===== config.mk =====
export PLATFORM = sky130hd
export DESIGN_NAME = s4ga2
export DESIGN_NICKNAME = d
export VERILOG_FILES = /design/src/rtl/s4ga2.sv
export SDC_FILE = /design/constraint.sdc
export NUM_CORES = 1
export LEC_CHECK = 0
export CAP_MARGIN = 20
export CORE_MARGIN = 4
export CORE_UTILIZATION = 45
export DETAILED_ROUTE_END_ITERATION = 12
export HOLD_SLACK_MARGIN = 0.05
export PLACE_DENSITY = 0.67
export SLEW_MARGIN = 20
export SYNTH_ARGS = -nofsm -noshare
export SYNTH_HDL_FRONTEND = slang
export SYNTH_SLANG_ARGS = --single-unit

===== constraint.sdc =====
create_clock -name clk -period 4.7 [get_ports clk]
set_input_delay 0.47 -clock clk [delete_from_list [all_inputs] [get_ports clk]]
set_output_delay 0.47 -clock clk [all_outputs]
set_load 0.005 [all_outputs]

===== src/rtl/s4ga2.sv =====
// s4ga2 - serially configured LUT fabric with a flow-controlled segment stream.
//
// Sweeps N K-input LUTs in order. Each LUT receives a configuration frame of
// K input indices (IDX_SEGS segments each) followed by a 2^K-bit mask
// (MASK_SEGS segments), MSB-first, then evaluates on the last mask segment.
//
// Ports:
//   clk       - rising-edge clock
//   rst_n     - asynchronous active-low reset
//   si        - configuration segment
//   si_valid  - segment is consumed this cycle; low stalls the block
//   si_sof    - qualified by si_valid, marks segment 0 of LUT 0
//   inputs    - fabric inputs, LUTs 0..I-1 pass these through
//   outputs   - registered lut_q[N-O+j], captured at sweep end
//   out_valid - one-cycle pulse when outputs update
//   sync_err  - sticky flag, set by an si_sof at any position but the start
module s4ga2 #(
    parameter int N    = 71,
    parameter int K    = 5,
    parameter int I    = 2,
    parameter int O    = 8,
    parameter int SI_W = 4
) (
    input  logic            clk,
    input  logic            rst_n,
    input  logic [SI_W-1:0] si,
    input  logic            si_valid,
    input  logic            si_sof,
    input  logic [I-1:0]    inputs,
    output logic [O-1:0]    outputs,
    output logic            out_valid,
    output logic            sync_err
);
    localparam int N_W       = $clog2(N);
    localparam int IDX_SEGS  = (N_W + SI_W - 1) / SI_W;
    localparam int MASK_BITS = 1 << K;
    localparam int MASK_SEGS = (MASK_BITS + SI_W - 1) / SI_W;
    localparam int MAX_SEGS  = (MASK_SEGS > IDX_SEGS) ? MASK_SEGS : IDX_SEGS;
    localparam int SR_W      = MAX_SEGS * SI_W;
    localparam int K_W       = $clog2(K + 1);
    localparam int SEG_W     = $clog2(MAX_SEGS + 1);

    typedef enum logic {WAIT_SOF, LOAD} state_t;

    state_t             state;
    logic [N-1:0]       lut_q;
    logic [K-1:0]       ins;
    logic               q;
    logic [N_W-1:0]     n;
    logic [K_W-1:0]     k;
    logic [SEG_W-1:0]   seg;
    logic [SR_W-1:0]    sr;

    logic               accept;
    logic               restart;
    logic [N_W-1:0]     cur_n;
    logic [K_W-1:0]     cur_k;
    logic [SEG_W-1:0]   cur_seg;
    logic [K-1:0]       cur_ins;
    logic [SR_W-1:0]    sr_next;
    logic [N_W-1:0]     idx;
    logic [MASK_BITS-1:0] mask;
    logic               last_idx;
    logic               last_mask;
    logic               idx_bit;
    logic               pass_bit;
    logic               eval_bit;
    logic               q_next;
    logic [N-1:0]       lut_next;

    always_comb begin
        // An accepted si_sof always restarts at segment 0 of LUT 0 with ins
        // cleared; the rest of the datapath then sees that forced position.
        restart = si_valid && si_sof;
        accept  = si_valid && (state == LOAD || si_sof);
        cur_n   = restart ? '0 : n;
        cur_k   = restart ? '0 : k;
        cur_seg = restart ? '0 : seg;
        cur_ins = restart ? '0 : ins;

        sr_next   = (sr << SI_W) | SR_W'(si);
        idx       = sr_next[N_W-1:0];
        mask      = sr_next[MASK_BITS-1:0];
        last_idx  = (cur_k != K_W'(K)) && (cur_seg == SEG_W'(IDX_SEGS - 1));
        last_mask = (cur_k == K_W'(K)) && (cur_seg == SEG_W'(MASK_SEGS - 1));

        if (idx == '1)
            idx_bit = 1'b1;
        else if (idx == N_W'((1 << N_W) - 2))
            idx_bit = q;
        else if (idx < N_W'(N))
            idx_bit = lut_q[idx];
        else
            idx_bit = 1'b0;

        pass_bit = 1'b0;
        for (int unsigned j = 0; j < I; j++)
            if (cur_n == N_W'(j))
                pass_bit = inputs[j];

        eval_bit = (cur_n < N_W'(I)) ? pass_bit : mask[cur_ins];
        q_next   = mask[cur_ins[K-2:0]];

        lut_next        = lut_q;
        lut_next[cur_n] = eval_bit;
    end

    always_ff @(posedge clk or negedge rst_n) begin
        if (!rst_n) begin
            state     <= WAIT_SOF;
            lut_q     <= '0;
            ins       <= '0;
            q         <= 1'b0;
            n         <= '0;
            k         <= '0;
            seg       <= '0;
            sr        <= '0;
            outputs   <= '0;
            out_valid <= 1'b0;
            sync_err  <= 1'b0;
        end else begin
            out_valid <= 1'b0;
            if (accept) begin
                state <= LOAD;
                sr    <= sr_next;
                if (restart && state == LOAD && (n != '0 || k != '0 || seg != '0))
                    sync_err <= 1'b1;

                n   <= cur_n;
                k   <= cur_k;
                seg <= cur_seg + SEG_W'(1);
                ins <= cur_ins;

                if (last_idx) begin
                    ins <= {cur_ins[K-2:0], idx_bit};
                    k   <= cur_k + K_W'(1);
                    seg <= '0;
                end else if (last_mask) begin
                    lut_q <= lut_next;
                    q     <= q_next;
                    k     <= '0;
                    seg   <= '0;
                    if (cur_n == N_W'(N - 1)) begin
                        n         <= '0;
                        outputs   <= lut_next[N-1 -: O];
                        out_valid <= 1'b1;
                    end else begin
                        n <= cur_n + N_W'(1);
                    end
                end
            end
        end
    end
endmodule


Word-level counts from Yosys, hierarchy flattened
Cells that the tools add are included.
{"block": "totals", "ff_bits": 130, "out_inout_bits": 10}
{"block": "op_classes", "add_sub_neg": 3, "order_cmp": 7, "eq_ne": 8, "n_mux": 31, "bitwise_logic": 2, "n_reduce_logical": 17}
{"op": "bitwise mux 71 bit", "n": 1}
{"op": "OR 32 x 4 -> 32 bit", "n": 1}
{"op": "two-way mux 7 bit", "n": 4}
{"op": "== test 7 bit (second input constant)", "n": 3}
{"op": "< comparator 7 x 8 -> 1 bit (second input constant)", "n": 2}
{"op": "two-way mux 1 bit", "n": 14}
{"op": "two-way mux 4 bit", "n": 3}
{"op": "two-way mux 5 bit", "n": 2}
{"op": "two-way mux 3 bit", "n": 3}
{"op": "adder 7 x 1 -> 7 bit (second input constant)", "n": 1}
{"op": "binary-select mux 1 bit (select 7 bit)", "n": 1}
{"op": "demux 1 bit (select 7 bit)", "n": 1}
{"op": "== test 7 x 1 -> 1 bit (second input constant)", "n": 1}
{"op": ">= comparator 7 x 1 -> 1 bit (second input constant)", "n": 1}
{"op": "logical AND 1 bit", "n": 7}
{"op": "zero test 7 bit", "n": 1}
{"op": "< comparator 7 x 2 -> 1 bit (second input constant)", "n": 1}
{"op": "< comparator 7 bit (second input constant)", "n": 1}
{"op": "nonzero test 7 bit", "n": 1}
{"op": "< comparator 4 x 6 -> 1 bit (second input constant)", "n": 1}
{"op": "< comparator 5 x 6 -> 1 bit (second input constant)", "n": 1}
{"op": "binary-select mux 1 bit (select 5 bit)", "n": 1}
{"op": "adder 4 x 1 -> 4 bit (second input constant)", "n": 1}
{"op": "binary-select mux 1 bit (select 4 bit)", "n": 1}
{"op": "other kinds (12)", "n": 14}

Logic depth before layout (Yosys ltp)
{"block": "logic_depth", "word_depth": 7, "ltp_mapped": 15, "depth_no_buf": 10}

Worst setup path before layout
No wires, ideal clock.
{"block": "synth_timing", "path_kind": "input port to flip-flop", "startpoint": "input si_valid", "endpoint": "register lut_q[33]", "setup_time_ns": 0.125, "t_arrival_ns": 3.139, "slack_ns": 1.436, "cell_stages": 13, "cell_sequence": "buf_4 nand2_2 buf_6 clkbuf_1 clkbuf_1 and2_1 ha_1 and3_4 nand3b_4 or3_4 nor4_4 nand2_1 mux2_4"}
{"block": "synth_via", "elab_chain_cells": 7}
{"item": "start, declared", "line": "27", "rtl": "input logic si_valid,"}
{"item": "logical AND 1 bit", "line": "74", "rtl": "restart = si_valid && si_sof;"}
{"item": "two-way mux 7 bit", "line": "76", "rtl": "cur_n = restart ? '0 : n;"}
{"item": "< comparator 7 x 8 -> 1 bit (implied by the code), or another cell as far along", "line": "105", "rtl": "lut_next[cur_n] = eval_bit;"}
{"item": "logical AND 1 bit (implied by the code) or two-way mux 1 bit (tied branches)", "line": "105, 98"}
{"item": "two-way mux 1 bit (on tied branches)", "line": "105, 98"}
{"item": "demux 1 bit (select 7 bit) or two-way mux 1 bit (tied branches)", "line": "105, 101"}
{"item": "bitwise mux 71 bit", "line": "105"}
{"item": "end signal, assigned", "line": "139", "rtl": "lut_q <= lut_next;"}
{"item": "end, declared", "line": "46", "rtl": "logic [N-1:0] lut_q;"}
Parallel ways exist; a longest one is shown, timed or not. The select of a mux whose other input is x is not followed.
A chain may end at the register's enable or synchronous reset.

Final worst setup path
Same ends and word-level chain as after synthesis.

==> flow_metrics.tcl <==
set metrics [dict create \
    status "finished, final reports clean" \
    core_sq_mm 0.0154 \
    slew_viol_final 0 \
    final_core_util_pct 52.9 \
    cts_root_buf "clkbuf_16" \
    cts-htree-levels 4 \
    grt_pass1_wl_um 28900 \
    p_leak_nw 3.72 \
    finalSetupViolCount 0 \
    fin_setup_tns_ps 0 \
    grt_max_degree 73 \
    fillers 1336 \
    wl_per_cell_um 18.6 \
    r2r_setup_slack_ps 1890 \
    hold_viol 0 \
    worst_setup_path_end_kind "flip-flop" \
    cts.sinks 130 \
    vias 5326 \
    wl_met1_um 7850 \
    gr-usage-all-layers_pct 20.5 \
    ctsHoldBuffers 0 \
    worstReg2RegStart "ins[0]" \
    startpoint "si_valid" \
    critPathRequiredTime_ps 5000 \
    yosysWarnings 0 \
    portBuffers 19 \
    wl_um 17200 \
    power.density_mw_per_mm2 391 \
    viasPerCell 5.74 \
    slew_headroom_pct 32.2 \
    stdcell_count 928 \
    cts_setup_buffers 0 \
    rows 45 \
    cts_tree "done" \
    synth.net_count 720 \
    grt_setup_unrepaired "no" \
    met2_length_um 8110 \
    clkLatencyLatePin_ps 420 \
    crit_fanout 30 \
    postRouteAntennaNets 0 \
    start_kind "input pin" \
    seq_area_sq_mm 0.00325 \
    drv_cap 0 \
    antenna_found_initial 0 \
    cp_data_arrival_time_ps 3530 \
    worstSetupPathType "input pin to flip-flop" \
    die_w_um 134 \
    grt_pass1_vias 5379 \
    diodes 0 \
    final_cell_area_sq_mm 0.00813 \
    post-route-period-util_pct 68.8 \
    min_period_ps 3230 \
    ff2ff_path_depth 7 \
    fmax_mhz 309 \
    drive_above_1_share_pct 20.1 \
    drc 0 \
    ios 20 \
    dp_hpwl_um 11400 \
    multi_input_area_sq_mm 0.00365 \
    grt_overflow 0 \
    dr.pass1.iters 6 \
    synthToLayoutAreaGrowth_pct 13.5 \
    ys_ff_latch 130 \
    synth_seq_area_share_pct 45.5 \
    first_iter_violations 361 \
    met3WireLength_um 854 \
    nets 722 \
    clkTransAtPathRegs_ps 60 \
    placed_cells 896 \
    start_util_pct 46.6 \
    synthCells 702 \
    cts_buffers 17 \
    placed_area_sq_mm 0.00747 \
    dieArea_sq_mm 0.0180 \
    gp_congestion 0.860 \
    worstHoldPathType "input pin to asynchronous set/reset pin" \
    cts-resized-gates 0 \
    max-vdd-ir-drop_mv 0.286 \
    synth_edf_count 0 \
    dieHeight_um 134 \
    async_flop_share_pct 100 \
    syn_area_sq_mm 0.00716 \
    tightest_slew_ps 1010 \
    reg2reg_to "lut_q[9]" \
    netlist-cell-type-count 65 \
    syn_area_per_cell_sq_um 10.2 \
    highest_layer "met4" \
    clockBufferDepth 2 \
    skew_ps 6.46 \
    synth_ff_type "dfrtp_1" \
]
[cells in the mapped netlist (5+ instances only)]
master	instances	share of area, %
nand2_1	179	9.4
dfrtp_1	130	45
mux2_2	50	7.9
o21ai_0	40	2.8
nor2_1	23	1.2
a21oi_1	22	1.5
buf_2	20	1.4
clkbuf_1	20	1.0
mux2i_1	17	2.4
mux4_2	17	5.3
mux2_1	16	2.5
nand3_1	13	0.91
nor3_1	13	0.91
inv_1	9	0.47
ha_1	8	1.4
mux2_4	8	1.7
and2_1	6	0.52
nand2b_1	6	0.52
nor2b_1	6	0.52
nand4_1	5	0.44
[through the flow]
step | setup WS, ps | power (mW) | hold slack (ps)
floorplan | 1440 | 1.60 | 174
global placement | 1110 | 1.72 | 456
detailed placement | 1050 | 1.73 | 473
CTS | 1480 | 3.21 | 203
global route | 1210 | 3.33 | 241
finish | 1470 | 3.17 | 176
[layout make-up]
type	count	area share [%]
Multi-Input combinational cell	516	44.9
Inverter	9	0.416
Clock buffer	23	5.88
Timing Repair Buffer	30	3.33
Clock inverter	9	2.17
Sequential cell	130	40.0
Tap cell	211	3.25
[cell usage in the layout, fill, tap and decap left out, drive strengths merged, types with 6 or more instances in the layout]
master,n
nand2,180
dfrtp,130
mux2,74
o21ai,41
nor2,27
clkbuf,23
a21oi,22
nor3,20
clkdlybuf4s50,18
mux4,17
mux2i,17
nand3,14
buf,12
inv,9
ha,8
nor4,7
and2,6
nand2b,6
nor2b,6
[how the worst max path moves through the flow]
stage / to / cells after the start / slack [ps]
after floorplan: lut_q[33] / 13 / 1440
after global placement: lut_q[34] / 11 / 1110
after detailed placement: lut_q[33] / 11 / 1050
after CTS: lut_q[33] / 11 / 1480
after global routing: n[6] / 11 / 1210
final: lut_q[33] / 11 / 1470
[critical path, cell delays in order]
cell and delay (ps):
clkdlybuf4s50_1 400, buf_4 190, nand2_2 400, and2_1 230, ha_1 190, and3_4 230, nand3b_4 120, or3_4 450
nor4_4 340, nand2_1 150, mux2_4 340
[cells by family after synthesis]
| group | synth area share (%) |
|---|---|
| flops | 45.5 |
| compound gates | 9.34 |
| xor+xnor | 0.122 |
| simple gates | 20.3 |
| mux | 19.8 |
| fa+ha+maj | 1.40 |
| buf+inv | 3.60 |
[per-layer routing]
layer / up-vias / global-route usage (%)
met3: 38 / 5.36
met1: 2662 / 27.9
li1: 2486 / -
met2: 140 / 32.0
met5: - / 0
met4: 0 / 7.18
[where the power goes]
| part | total [mW] | switching (mW) | internal [mW] |
|---|---|---|---|
| logic | 0.405 | 0.227 | 0.178 |
| registers | 1.31 | 0.117 | 1.19 |
| clock network | 1.46 | 0.479 | 0.982 |
[sequential cells by signal (all words and copies together), names as in the netlist]
register   cells
ins            5
n              7
q              1
seg            4
k              3
outputs        8
out_valid      1
state          1
sr            28
lut_q         71
sync_err       1
(Power assumes the default switching activity.)
